## config.mk

```make
export PLATFORM = sky130hd
export DESIGN_NAME = mem_addr_stage
export DESIGN_NICKNAME = d
export VERILOG_FILES = /design/src/rtl/mem_addr_stage_pkg.sv /design/src/rtl/mem_lane_align.sv /design/src/rtl/mem_addr_stage.sv
export SDC_FILE = /design/constraint.sdc
export NUM_CORES = 1
export LEC_CHECK = 0
export CORE_MARGIN = 5
export CORE_UTILIZATION = 50
export CTS_CLUSTER_DIAMETER = 200
export CTS_CLUSTER_SIZE = 20
export DETAILED_ROUTE_END_ITERATION = 8
export HOLD_SLACK_MARGIN = 0.12
export PLACE_DENSITY = 0.82
export SLEW_MARGIN = 30
export SYNTH_ARGS = -nofsm -noshare
export SYNTH_HDL_FRONTEND = slang
export SYNTH_SLANG_ARGS = --single-unit
```

## constraint.sdc

```tcl
create_clock -name clk -period 8.5 [get_ports clk]
set_input_delay 1.275 -clock clk [delete_from_list [all_inputs] [get_ports clk]]
set_output_delay 1.275 -clock clk [all_outputs]
set_load 0.01 [all_outputs]
```

## src/rtl/mem_addr_stage_pkg.sv

```systemverilog
// Shared types and constants for the load/store address-and-access stage.
package mem_addr_stage_pkg;

  localparam int unsigned MA_ADDR_W = 32;
  localparam int unsigned MA_DATA_W = 32;
  localparam int unsigned MA_IDX_W  = 4;
  localparam int unsigned MA_LANE_W = 2;

  typedef enum logic [1:0] {
    ST_IDLE   = 2'd0,
    ST_ACCESS = 2'd1,
    ST_RESP   = 2'd2
  } state_e;

  localparam logic [MA_LANE_W-1:0] LANE0 = 2'd0;
  localparam logic [MA_LANE_W-1:0] LANE1 = 2'd1;
  localparam logic [MA_LANE_W-1:0] LANE2 = 2'd2;
  localparam logic [MA_LANE_W-1:0] LANE3 = 2'd3;

  // Addressing-bit positions in the instruction word, for the upstream decoder.
  localparam int unsigned BIT_L = 20;
  localparam int unsigned BIT_W = 21;
  localparam int unsigned BIT_B = 22;
  localparam int unsigned BIT_U = 23;
  localparam int unsigned BIT_P = 24;

  typedef struct packed {
    logic [MA_ADDR_W-1:0] addr;
    logic [MA_DATA_W-1:0] wdata;
    logic                 we;
    logic                 byte_acc;
  } mem_cmd_t;

  typedef struct packed {
    logic                 rd_we;
    logic [MA_IDX_W-1:0]  rd_idx;
    logic [MA_DATA_W-1:0] rd_data;
    logic                 rn_we;
    logic [MA_IDX_W-1:0]  rn_idx;
    logic [MA_ADDR_W-1:0] rn_data;
  } resp_t;

endpackage

```

## src/rtl/mem_lane_align.sv

```systemverilog
// Byte-lane alignment: load lane select/zero-extend or word rotate, store byte replication.
module mem_lane_align
  import mem_addr_stage_pkg::*;
(
  input  logic [MA_DATA_W-1:0] rdata_i,
  input  logic [MA_LANE_W-1:0] lane_i,
  input  logic                 ld_byte_i,
  input  logic [MA_DATA_W-1:0] st_data_i,
  input  logic                 st_byte_i,
  output logic [MA_DATA_W-1:0] ld_data_c_o,
  output logic [MA_DATA_W-1:0] st_data_c_o
);

  logic [7:0]           ld_byte;
  logic [MA_DATA_W-1:0] ld_rot;

  // Lane 0 is bits 7:0; a word load rotates right by 8*lane.
  always_comb begin
    ld_byte = rdata_i[7:0];
    ld_rot  = rdata_i;
    case (lane_i)
      LANE1: begin
        ld_byte = rdata_i[15:8];
        ld_rot  = {rdata_i[7:0], rdata_i[31:8]};
      end
      LANE2: begin
        ld_byte = rdata_i[23:16];
        ld_rot  = {rdata_i[15:0], rdata_i[31:16]};
      end
      LANE3: begin
        ld_byte = rdata_i[31:24];
        ld_rot  = {rdata_i[23:0], rdata_i[31:24]};
      end
      default: begin
        ld_byte = rdata_i[7:0];
        ld_rot  = rdata_i;
      end
    endcase
  end

  assign ld_data_c_o = ld_byte_i ? {24'h0, ld_byte} : ld_rot;
  assign st_data_c_o = st_byte_i ? {4{st_data_i[7:0]}} : st_data_i;

endmodule

```

## src/rtl/mem_addr_stage.sv

```systemverilog
// Load/store stage: effective address, one req/ack memory access, valid/ready result.
module mem_addr_stage
  import mem_addr_stage_pkg::*;
#(
  parameter int unsigned ADDR_W = MA_ADDR_W,
  parameter int unsigned DATA_W = MA_DATA_W
) (
  input  logic              clk,
  input  logic              reset,
  input  logic              in_valid,
  output logic              in_ready,
  input  logic [ADDR_W-1:0] base,
  input  logic [ADDR_W-1:0] offset,
  input  logic              u_bit,
  input  logic              p_bit,
  input  logic              w_bit,
  input  logic              b_bit,
  input  logic              l_bit,
  input  logic [DATA_W-1:0] store_data,
  input  logic [3:0]        rd_idx,
  input  logic [3:0]        rn_idx,
  output logic              mem_req,
  output logic              mem_we,
  output logic              mem_byte,
  output logic [ADDR_W-1:0] mem_addr,
  output logic [DATA_W-1:0] mem_wdata,
  input  logic              mem_ack,
  input  logic [DATA_W-1:0] mem_rdata,
  output logic              out_valid,
  input  logic              out_ready,
  output logic              rd_we,
  output logic [3:0]        rd_out_idx,
  output logic [DATA_W-1:0] rd_data,
  output logic              rn_we,
  output logic [3:0]        rn_out_idx,
  output logic [ADDR_W-1:0] rn_data,
  output logic              busy
);

  state_e               state_q, state_d;
  mem_cmd_t             mem_q, mem_d;
  resp_t                pend_q, pend_d;
  resp_t                resp_q, resp_d;
  logic [MA_LANE_W-1:0] lane_q, lane_d;
  logic                 mem_req_q, mem_req_d;
  logic                 out_valid_q, out_valid_d;
  logic                 in_ready_q, in_ready_d;
  logic                 busy_q, busy_d;

  logic [ADDR_W-1:0]    sum;
  logic [ADDR_W-1:0]    ea;
  logic                 wb_req;
  logic                 wb_conflict;
  logic [DATA_W-1:0]    ld_data_c;
  logic [DATA_W-1:0]    st_data_c;

  assign sum         = u_bit ? (base + offset) : (base - offset);
  assign ea          = p_bit ? sum : base;
  assign wb_req      = !p_bit || w_bit;
  assign wb_conflict = l_bit && wb_req && (rd_idx == rn_idx);

  mem_lane_align u_align (
    .rdata_i     (mem_rdata),
    .lane_i      (lane_q),
    .ld_byte_i   (mem_q.byte_acc),
    .st_data_i   (store_data),
    .st_byte_i   (b_bit),
    .ld_data_c_o (ld_data_c),
    .st_data_c_o (st_data_c)
  );

  always_comb begin
    state_d     = state_q;
    mem_d       = mem_q;
    pend_d      = pend_q;
    resp_d      = resp_q;
    lane_d      = lane_q;
    mem_req_d   = mem_req_q;
    out_valid_d = out_valid_q;
    case (state_q)
      ST_IDLE: begin
        if (in_valid && in_ready_q) begin
          mem_d.addr     = b_bit ? ea : {ea[ADDR_W-1:2], 2'b00};
          mem_d.wdata    = st_data_c;
          mem_d.we       = !l_bit;
          mem_d.byte_acc = b_bit;
          lane_d         = ea[1:0];
          pend_d.rd_we   = l_bit;
          pend_d.rd_idx  = rd_idx;
          pend_d.rd_data = '0;
          pend_d.rn_we   = wb_req && !wb_conflict;
          pend_d.rn_idx  = rn_idx;
          pend_d.rn_data = sum;
          mem_req_d      = 1'b1;
          state_d        = ST_ACCESS;
        end
      end
      ST_ACCESS: begin
        if (mem_ack) begin
          resp_d         = pend_q;
          resp_d.rd_data = pend_q.rd_we ? ld_data_c : '0;
          mem_d          = '0;
          mem_req_d      = 1'b0;
          out_valid_d    = 1'b1;
          state_d        = ST_RESP;
        end
      end
      ST_RESP: begin
        if (out_ready) begin
          resp_d      = '0;
          out_valid_d = 1'b0;
          state_d     = ST_IDLE;
        end
      end
      default: state_d = ST_IDLE;
    endcase
    in_ready_d = (state_d == ST_IDLE);
    busy_d     = (state_d != ST_IDLE);
  end

  // Reset clears every output flop, so in_ready only rises one cycle after release.
  always_ff @(posedge clk) begin
    if (reset) begin
      state_q     <= ST_IDLE;
      mem_q       <= '0;
      pend_q      <= '0;
      resp_q      <= '0;
      lane_q      <= '0;
      mem_req_q   <= 1'b0;
      out_valid_q <= 1'b0;
      in_ready_q  <= 1'b0;
      busy_q      <= 1'b0;
    end else begin
      state_q     <= state_d;
      mem_q       <= mem_d;
      pend_q      <= pend_d;
      resp_q      <= resp_d;
      lane_q      <= lane_d;
      mem_req_q   <= mem_req_d;
      out_valid_q <= out_valid_d;
      in_ready_q  <= in_ready_d;
      busy_q      <= busy_d;
    end
  end

  assign in_ready   = in_ready_q;
  assign busy       = busy_q;
  assign mem_req    = mem_req_q;
  assign mem_we     = mem_q.we;
  assign mem_byte   = mem_q.byte_acc;
  assign mem_addr   = mem_q.addr;
  assign mem_wdata  = mem_q.wdata;
  assign out_valid  = out_valid_q;
  assign rd_we      = resp_q.rd_we;
  assign rd_out_idx = resp_q.rd_idx;
  assign rd_data    = resp_q.rd_data;
  assign rn_we      = resp_q.rn_we;
  assign rn_out_idx = resp_q.rn_idx;
  assign rn_data    = resp_q.rn_data;

endmodule

```

======== Yosys cells after proc, flatten, opt, wreduce, memory -nomap -nowiden ========
Index checks and enable logic that the tools add are counted.
operators by class
  add/subtract/negate cells ............... 2
  equal/unequal tests ..................... 9
  multiplexer cells ....................... 24
  reductions and logical operators ........ 16
operator list
  cell                                                                    count
  32-bit two-way mux                                                      5
  74-bit two-way mux                                                      2
  74-bit case mux with 2 select lines                                     1
  66-bit two-way mux                                                      2
  66-bit case mux with 2 select lines                                     1
  32-bit case mux with 3 select lines                                     1
  32-bit adder                                                            1
  32-bit subtractor                                                       1
  8-bit case mux with 3 select lines                                      1
  2-bit two-way mux                                                       4
  2-bit equality test (second input constant)                             3
  2-bit inequality test (second input constant)                           3
  2-bit case mux with 3 select lines                                      1
  3-bit AND reduction                                                     2
  2-bit nonzero test                                                      3
  2-bit by 1-bit equality test with 1-bit output (second input constant)  2
  4-bit equality test                                                     1
  1-bit logical AND                                                       4
  2-bit logical NOT                                                       2
  1-bit two-way mux                                                       4
  1-bit case mux with 2 select lines                                      2
  1-bit logical NOT                                                       3
  2-bit AND reduction                                                     1
  1-bit logical OR                                                        1
word-level totals
  register bits after elaboration ......... 190
  bits of input ports ..................... 146
  output and inout bits ................... 144
  logic and storage cells ................. 72

======== Longest topological paths before layout ========
Gate-level depths: netlist of the first run.
  word-level depth ........................ 6
  depth in mapped cells ................... 18
  mapped depth without buffers ............ 18

======== By module ========
A second synthesis of the first run with hierarchy kept.
unflattened totals
  cell total of the unflattened synthesis .. 1,248
  area, all modules ....................... 10,208.5 sq um
modules (own cells, without submodules)
  module          times used  cells an instance  area an instance (sq um)  seq. area each (sq um)
  mem_addr_stage  1           1,104              9,238.9                   3,803.6
  mem_lane_align  1           144                969.7                     0.0

======== Worst setup path after synthesis of the first run ========
OpenSTA, ideal clock, no wires.
  path kind ............................... in2reg
  start ................................... input offset[9]
  end ..................................... register mem_q, in the netlist mem_addr[28]
  library setup time ...................... 0.114 ns
  data arrival time ....................... 4.901 ns
  path slack .............................. 3.485 ns
  cell stages on the path ................. 16
  buffers on the path ..................... 0
  path through ............................ or4_4 -> or3_4 -> nor2b_4 -> nand4b_1 -> or4_4 -> nor2_1 -> nor2_1 -> xor2_1 -> ha_1 -> nor2b_1 -> o21a_1 -> o31ai_1 -> a21oi_1 -> a311oi_1 -> xor2_1 -> a2111oi_0
between the ends
  word-level cells in the longest chain between the ends .. 5
RTL lines
  item                                                      line                   source
  start: declaration                                        mem_addr_stage.sv:13   input logic [ADDR_W-1:0] offset,
  32-bit subtractor / 32-bit adder (equally long branches)  mem_addr_stage.sv:57   assign sum = u_bit ? (base + offset) : (base - offset);
  32-bit two-way mux *                                      mem_addr_stage.sv:57
  32-bit two-way mux *                                      mem_addr_stage.sv:58   assign ea = p_bit ? sum : base;
  66-bit two-way mux *                                      mem_addr_stage.sv:82   if (in_valid && in_ready_q) begin
  66-bit case mux with 2 select lines *                     mem_addr_stage.sv:80   case (state_q)
  end signal: assignment                                    mem_addr_stage.sv:135  mem_q <= mem_d;
  end: declaration                                          mem_addr_stage.sv:41   mem_cmd_t mem_q, mem_d;
Mark *: on every way between the ends. The rest lies on a longest branch, timed or not. The select of a mux whose other input is x is not followed.
A chain may end at the register's enable or synchronous reset.

======== Final worst setup path of the first run ========
  start ................................... input offset[7]
  end ..................................... register mem_q, in the netlist mem_addr[28]
Same word-level chain as after synthesis.

==> flow_metrics.tcl, run 1 <==
set metrics [dict create \
    status "finished clean" \
    grt_pass1_wl_mm 52.3 \
    clkLatencyLatePin_ns 0.43 \
    die_h_um 153 \
    final_max_slew_viol_count 0 \
    drt-initial-drc-count 825 \
    vias 10300 \
    synth.net_count 1427 \
    avgSynthCellArea_um2 8.18 \
    dr.pass1.iters 6 \
    yosys_most_used_dff "dfxtp_1" \
    postCtsSetupBuffers 0 \
    initial_core_util_pct 50.5 \
    cap_violations 0 \
    async_flop_share_pct 0 \
    rows 52 \
    finalCriticalPeriod_ns 5.52 \
    ys_types 61 \
    grt_overflow 0 \
    ys_ff_latch 190 \
    rsz0062_at_grt "no" \
    power_w 0.00238 \
    numClockSinks 190 \
    switchingPower_w 0.000751 \
    critPathKind "in -> reg" \
    reg2regPathDepth 6 \
    slowest_stage "or4_4" \
    timing.rr.end "mem_addr[29]" \
    r2r_slack_ns 5.88 \
    yosys_warnings 0 \
    syn_inst 1241 \
    worst_slew_pin_slew_ns 0.930 \
    min_from "pend_q[18]" \
    synth_edf_count 0 \
    fin_setup_tns_ns 0 \
    worstPathRequired_ns 8.81 \
    drive_above_1_share_pct 5.98 \
    slew_headroom_pct 37.2 \
    power-per-cell-area_nw_per_um2 172 \
    avgRoutedWirePerCell_um 19.1 \
    ios 290 \
    areaGrowthSynthToFinish_pct 36.1 \
    pwr-share-seq_pct 40.3 \
    hold_path.class "reg -> reg" \
    holdBufCountCts 0 \
    antenna_found_initial 0 \
    numCtsBuffers 17 \
    avgViaCountPerCell 5.85 \
    max_freq_mhz 181 \
    p_leak_nw 5.09 \
    core_um2 20100 \
    switching_share_pct 31.6 \
    grt_pass1_vias 9427 \
    syn_area_um2 10200 \
    comb_power_share_pct 25.9 \
    rr_startpoint "state_q[1]" \
    clockPowerShare_pct 33.8 \
    nFillCells 1664 \
    dp_slack_ns 2.56 \
    post-place-cells 1727 \
    hold_depth 2 \
    wl_mm 33.6 \
    cp_max_fo 4 \
    utilization_pct 68.8 \
    place_congestion 0.910 \
    final_nets 1662 \
    vdd_drop_max_uv 125 \
    fin_ws_ns 2.98 \
    final_antenna_net_count 0 \
    cp_cell_sequence "clkdlybuf4s50_1, or4_4, or3_4, nor2b_4, nand4b_1, or4_4, nor2_1, nor2_1, xor2_1, ha_1, nor2b_1, o21a_1, o31ai_1, a21oi_1, a311oi_1, xor2_1, a2111oi_0" \
    route.detailed.drc 0 \
    die_w_um 153 \
    die_area_um2 23300 \
    grt_max_degree 117 \
    skew_ns 0.0102 \
    clk_pin_slew_ns 0.07 \
    worstPathArrival_ns 5.82 \
    tritoncts "built" \
    fin_crit_sh_pct 64.9 \
    start_kind "input port" \
    timing.critical_path.to_type "register" \
    min_to "pend_q[18]" \
    finalNonFillerCells 1759 \
    clockBufferDepth 2 \
    portBuffers 289 \
    cts_root_buf "clkbuf_16" \
    cts-resized-gates 0 \
    hold_violations 0 \
    critPathMaxStageDelay_ns 0.54 \
    diodes 0 \
    p_int_w 0.00163 \
    hpwl_mm 24.9 \
    grt_use_total_pct 27.3 \
    seq_area_frac_synth_pct 37.4 \
    htree_levels 4 \
    setup_viol 0 \
]
kinds of logic after synthesis:
logic type                 synth area share (%)
adders and majority gates                  5.00
and+or+nand+nor                            19.2
buffers and inverters                      3.72
muxes                                      6.26
xor gates and xnor gates                   5.43
DFF                                        37.4
AOI/OAI and AO/OA                          22.9
per-stage QoR:
stage | hold WS, ns | cell area (um2)
2_1_floorplan | 0.432 | 10200
3_3_place_gp | 0.440 | 13200
3_5_place_dp | 0.450 | 13200
4_1_cts | 0.460 | 13800
5_1_grt | 0.477 | 13800
6_report | 0.458 | 13800
routing by layer:
layer  routed length [um]  GRT usage (%)  vias up
met3                 2570           5.23       55
met4                  755           7.85        0
li1                     -              -     4914
met2                15800           44.8      456
met1                14500           37.1     4873
met5                    0              0        -
worst max path at each step:
stage          slack, ns            to  cells after the start       from
3_5_place_dp        2.56  mem_addr[28]                     17  offset[7]
4_1_cts             3.01  mem_addr[28]                     17  offset[7]
3_3_place_gp        2.71  mem_addr[28]                     17  offset[7]
6_report            2.98  mem_addr[28]                     17  offset[7]
5_1_grt             2.69  mem_addr[28]                     16  offset[7]
2_1_floorplan       3.48  mem_addr[28]                     16  offset[9]
worst max-delay path, delay by kind of cell:
kind | cells | cell delay, ns
simple gates | 8 | 2.04
compound gates | 5 | 1.36
buf+inv | 1 | 0.48
fa+ha+maj | 1 | 0.34
xor+xnor | 2 | 0.29
Yosys cell counts (17+ instances only):
master	number	area (um2)
o21ai_0	32	160
xnor2_1	28	245
nor2_1	192	721
dfxtp_1	190	3800
ha_1	39	488
a21oi_1	169	846
nand2_1	121	454
nand2b_1	28	175
nor3_1	17	85.1
xor2_1	35	307
clkbuf_1	76	285
a22oi_1	89	668
area by class of cell:
cell class	instances	area, um2	share of cell area (%)
Multi-Input combinational cell	951	6020	43.5
Sequential cell	190	3800	27.5
Timing Repair Buffer	301	3020	21.9
Clock buffer	18	439	3.18
Tap cell	270	338	2.44
Clock inverter	14	144	1.04
Inverter	15	56.3	0.407
power by group through the flow:
stage / clock network, W / logic [W] / registers (W)
4_1_cts: 0.000815 / 0.000610 / 0.000957
2_1_floorplan: 0 / 0.000355 / 0.000979
6_report: 0.000803 / 0.000617 / 0.000958
3_5_place_dp: 0 / 0.000606 / 0.000978
3_3_place_gp: 0 / 0.000595 / 0.000977
5_1_grt: 0.000851 / 0.000667 / 0.000962
cells in the final DEF (no fill, tap or decap), types with 17 or more instances in the layout:
| cell type | Yosys | layout |
|---|---|---|
| nand2b_1 | 28 | 28 |
| dfxtp_1 | 190 | 189 |
| xnor2_1 | 28 | 28 |
| o21ai_0 | 32 | 32 |
| a22oi_1 | 89 | 89 |
| clkbuf_16 | 0 | 17 |
| nor3_1 | 17 | 17 |
| nor2_1 | 192 | 191 |
| ha_1 | 39 | 39 |
| xor2_1 | 35 | 35 |
| nand2_1 | 121 | 121 |
| a21oi_1 | 169 | 168 |
| clkdlybuf4s50_1 | 0 | 287 |
registers in the layout, indices dropped and copies added, names as in the netlist:
register / count
pend_q: 42
mem_addr: 32
mem_wdata: 32
rd_data: 32
rn_data: 32
rd_out_idx: 4
rn_out_idx: 4
lane_q: 2
state_q: 2
busy: 1
in_ready: 1
mem_byte: 1
mem_req: 1
mem_we: 1
out_valid: 1
rd_we: 1
rn_we: 1
No activity file was read; power rests on OpenSTA's default activity.
==> run 2, diff against run 1 <==
- CORE_UTILIZATION: 50 -> 49
- PLACE_DENSITY: 0.82 -> 0.81
- clock period: 8.5 -> 5.6 ns (I/O delays scaled with it)
==> run 2 against run 1 <==
- largest cell class unchanged
- highest routed layer unchanged
- power up 50%
- sequential power grew 52%
- hold slack got worse by 0.0020 ns
- critical endpoint unchanged
- critical path type unchanged
==> flow_metrics.tcl, run 2 (synthesized netlist as in run 1, its figures left out) <==
set metrics [dict create \
    numClockSinks 190 \
    fin_setup_tns_ns 0 \
    place_congestion 0.880 \
    clockBufferDepth 2 \
    p_int_w 0.00241 \
    ios 290 \
    portBuffers 289 \
    die_h_um 154 \
    setup_viol 0 \
    finalCriticalPeriod_ns 5.06 \
    vias 10200 \
    top_usage_layer "met2" \
    final_antenna_net_count 0 \
    post-place-cells 1730 \
    cap_violations 0 \
    fin_ws_ns 0.540 \
    largest_register "pend_q" \
    cp_max_fo 4 \
    cp.buffers_inverters 1 \
    power_w 0.00356 \
    grt_pass1_vias 9812 \
    rsz0062_at_grt "no" \
    largest_reg_flops 42 \
    clk_pin_slew_ns 0.08 \
    dp_slack_ns 0.110 \
    met2_usage_pct 45.0 \
    min_from "pend_q[19]" \
    slew_headroom_pct 42.7 \
    fin_crit_sh_pct 90.4 \
    hold_violations 0 \
    holdBufCountCts 0 \
    initial_core_util_pct 50.0 \
    postCtsSetupBuffers 0 \
    rr_startpoint "state_q[0]" \
    max_freq_mhz 198 \
    die_area_um2 23700 \
    reg2regPathDepth 7 \
    cts-resized-gates 0 \
    worstPathRequired_ns 5.92 \
    whs_ns 0.456 \
    worstPathArrival_ns 5.38 \
    status "finished clean" \
    start_kind "input port" \
    rows 52 \
    final_cell_mix "287 x clkdlybuf4s50_1, 191 x nor2_1, 189 x dfxtp_1" \
    die_w_um 154 \
    antenna_found_initial 0 \
    timing.rr.end "rd_data[18]" \
    final_nets 1665 \
    worst_slew_pin_slew_ns 0.859 \
    hold_path.class "reg -> reg" \
    dr.pass1.iters 5 \
    drive_above_1_share_pct 6.04 \
    met1_usage_pct 37.0 \
    r2r_slack_ns 3.11 \
    route.detailed.drc 0 \
    hold_depth 2 \
    clkLatencyLatePin_ns 0.44 \
    vdd_drop_max_uv 201 \
    grt_max_degree 116 \
    htree_levels 4 \
    slowest_stage "or4_4" \
    hpwl_mm 25.7 \
    core_um2 20300 \
    comb_power_share_pct 26.3 \
    grt_use_total_pct 27.7 \
    wl_mm 34.2 \
    pwr-share-seq_pct 40.9 \
    p_leak_nw 5.08 \
    power-per-cell-area_nw_per_um2 258 \
    critPathMaxStageDelay_ns 0.54 \
    areaGrowthSynthToFinish_pct 35.9 \
    drt-initial-drc-count 753 \
    final_max_slew_viol_count 0 \
    critPathTopFamily "simple AND/OR/NAND/NOR gates" \
    met3_usage_pct 5.20 \
    switching_share_pct 32.2 \
    tritoncts "built" \
    avgViaCountPerCell 5.80 \
    finalNonFillerCells 1761 \
    switchingPower_w 0.00114 \
    critPathKind "in -> reg" \
    clockPowerShare_pct 32.8 \
    grt_pass1_wl_mm 53.6 \
    diodes 0 \
    avgRoutedWirePerCell_um 19.4 \
    final_common_cell "clkdlybuf4s50_1" \
    cts_root_buf "clkbuf_16" \
    timing.critical_path.to_type "register" \
    cp_cell_sequence "clkdlybuf4s50_1, or4_4, or3_4, nor2b_4, nand4b_1, or4_4, nor2_1, nor2_1, xor2_1, ha_1, nor2b_1, o21a_1, o31ai_1, a21oi_1, a311oi_1, xor2_1, a2111oi_0" \
    grt_overflow 0 \
    numCtsBuffers 17 \
    skew_ns 0.0139 \
    min_to "pend_q[19]" \
]
[run 2: how the worst max path moves through the flow]
stage                     startpoint           end  slack, ns  cells past startpoint
after floorplan            offset[9]  mem_addr[28]       1.02                     16
after global placement     offset[7]  mem_addr[28]       0.25                     17
after detailed placement   offset[7]  mem_addr[28]       0.11                     17
after CTS                  offset[7]  mem_addr[28]       0.56                     17
after global routing       offset[7]  mem_addr[28]       0.14                     17
final                      offset[7]  mem_addr[28]       0.54                     17
[run 2: worst min-delay path, delay by kind of cell, from the launching register on]
kind	cells	cell delay [ns]
flip-flops	1	0.31
AND/OR/NAND/NOR	1	0.05
AO/OA/AOI/OAI	1	0.05
[run 2: per-stage QoR]
| step | instance area (um2) | utilization, % |
|---|---|---|
| floorplan | 10200 | - |
| global placement | 13200 | 65.1 |
| detailed placement | 13300 | 65.3 |
| CTS | 13800 | 68.0 |
| global route | 13800 | 68.0 |
| finish | 13800 | 68.0 |
[run 2: routing by layer]
layer,part of all wire (%),vias to the layer above
met1,43,4786
met3,7.8,65
li1,-,4902
met5,0,-
met2,47,467
met4,3.1,0
[run 2: power by group through the flow]
stage               clock network [W]  logic (W)  registers [W]
finish                        0.00116   0.000936        0.00146
CTS                           0.00118   0.000928        0.00146
global placement                    0   0.000912        0.00148
detailed placement                  0   0.000921        0.00149
floorplan                           0   0.000539        0.00149
global route                  0.00124    0.00102        0.00146
[run 2: layout make-up]
type	instances	area (um2)
clock buffer	18	429
clock inverter	13	128
fill	1755	6490
inverter	15	56.3
multi-input combinational	951	6020
sequential	190	3810
tap	270	338
timing repair buffer	304	3030
==> run 3, diff against run 2 <==
- SKIP_LAST_GASP: unset -> 1
- clock period: 5.6 -> 5.7 ns (I/O delays scaled with it)
==> run 3 against run 2 <==
- via count grew 0.96%
- cell count about the same
- power fell by 1.3%
- register-to-register slack better by 0.02 ns
- utilization hardly changed
- first-iteration DRC count up 2.9%
- critical path type unchanged
- highest routed layer unchanged
==> flow_metrics.tcl, run 3 (synthesized netlist as in run 1, its figures left out) <==
set metrics [dict create \
    p_leak_nw 5.07 \
    final_max_slew_viol_count 0 \
    utilization_pct 68.1 \
    max_freq_mhz 196 \
    start_kind "input port" \
    largest_register "pend_q" \
    finalCriticalPeriod_ns 5.10 \
    rsz0062_at_grt "no" \
    cp_max_fo 4 \
    route.detailed.drc 0 \
    dr.pass1.iters 5 \
    cts-resized-gates 0 \
    clk_pin_slew_ns 0.07 \
    fin_setup_tns_ns 0 \
    vdd_drop_max_uv 186 \
    fin_crit_sh_pct 89.4 \
    avgViaCountPerCell 5.86 \
    largest_reg_flops 42 \
    initial_core_util_pct 50.0 \
    wl_mm 34.3 \
    postCtsSetupBuffers 0 \
    diodes 0 \
    die_w_um 154 \
    worstPathArrival_ns 5.40 \
    timing.critical_path.to_type "register" \
    hold_path.class "reg -> reg" \
    rows 52 \
    grt_max_degree 119 \
    hold_depth 2 \
    core_um2 20300 \
    hpwl_mm 25.5 \
    numCtsBuffers 17 \
    htree_levels 4 \
    final_cell_mix "287 x clkdlybuf4s50_1, 191 x nor2_1, 189 x dfxtp_1" \
    grt_overflow 0 \
    grt_pass1_wl_mm 52.6 \
    final_common_cell "clkdlybuf4s50_1" \
    setup_viol 0 \
    power_w 0.00351 \
    cts_root_buf "clkbuf_16" \
    portBuffers 289 \
    clkLatencyLatePin_ns 0.43 \
    slew_headroom_pct 42.1 \
    place_congestion 0.887 \
    clockBufferDepth 2 \
    power-per-cell-area_nw_per_um2 254 \
    holdBufCountCts 0 \
    critPathKind "in -> reg" \
    areaGrowthSynthToFinish_pct 36.0 \
    grt_pass1_vias 9645 \
    worst_slew_pin_slew_ns 0.868 \
    final_nets 1665 \
    status "finished clean" \
    die_area_um2 23700 \
    ios 290 \
    final_antenna_net_count 0 \
    vias 10300 \
    avgRoutedWirePerCell_um 19.4 \
    reg2regPathDepth 7 \
    cap_violations 0 \
    drt-initial-drc-count 775 \
    tritoncts "built" \
    skew_ns 0.0114 \
    drive_above_1_share_pct 6.03 \
    antenna_found_initial 0 \
    numClockSinks 190 \
    worstPathRequired_ns 6.01 \
    die_h_um 154 \
    hold_violations 0 \
    grt_use_total_pct 27.3 \
]
## run 3: cell types whose count changed in the layout (fill, tap and decap cells not counted)
cell and change:
bufinv_16 +1, clkinv_2 +2, clkinvlp_4 +2, clkbuf_1 +1, inv_6 -1, inv_8 -2
clkinv_4 -2
## run 3: worst max-delay path, stage by stage
cell and delay (ns):
clkdlybuf4s50_1 0.47, or4_4 0.54, or3_4 0.36, nor2b_4 0.15, nand4b_1 0.16, or4_4 0.48
nor2_1 0.14, nor2_1 0.06, xor2_1 0.16, ha_1 0.34, nor2b_1 0.15, o21a_1 0.19
o31ai_1 0.24, a21oi_1 0.10, a311oi_1 0.47, xor2_1 0.12, a2111oi_0 0.41
## run 3: area by class of cell
type | instances | area, um2
clock inverter | 13 | 134
multi-input combinational | 951 | 6020
clock buffer | 19 | 433
tap | 270 | 338
fill | 1723 | 6480
inverter | 15 | 56.3
sequential | 190 | 3810
timing repair buffer | 304 | 3030
## run 3: layer usage
layer	global-route usage [%]	up-vias	routed length [um]
met1	36.8	4891	14800
met5	0	-	0
li1	-	4909	-
met3	5.26	66	2510
met4	9.55	0	1130
met2	43.8	452	15800
## run 3: per-stage QoR
step                setup WS, ns  hold WS, ns  std cells  instance area (um2)
floorplan                   1.10        0.432       1241                10200
global placement           0.343        0.442       1728                13200
detailed placement         0.233        0.446       1730                13300
CTS                        0.665        0.456       1762                13800
global route               0.277        0.474       1762                13800
finish                     0.603        0.456       1762                13800
## run 3: worst paths after layout
check                           startpoint  slack (ns)            to
worst max-delay path             offset[7]        0.60  mem_addr[28]
worst min register to register  pend_q[69]        0.46    pend_q[69]
worst min-delay path            pend_q[69]        0.46    pend_q[69]
worst max register to register  state_q[0]        3.13    rd_data[9]
## run 3: power by group
part | total (W) | internal [W] | switching, W
registers | 0.00143 | 0.00139 | 0.0000423
logic | 0.000920 | 0.000404 | 0.000517
clock network | 0.00116 | 0.000613 | 0.000547
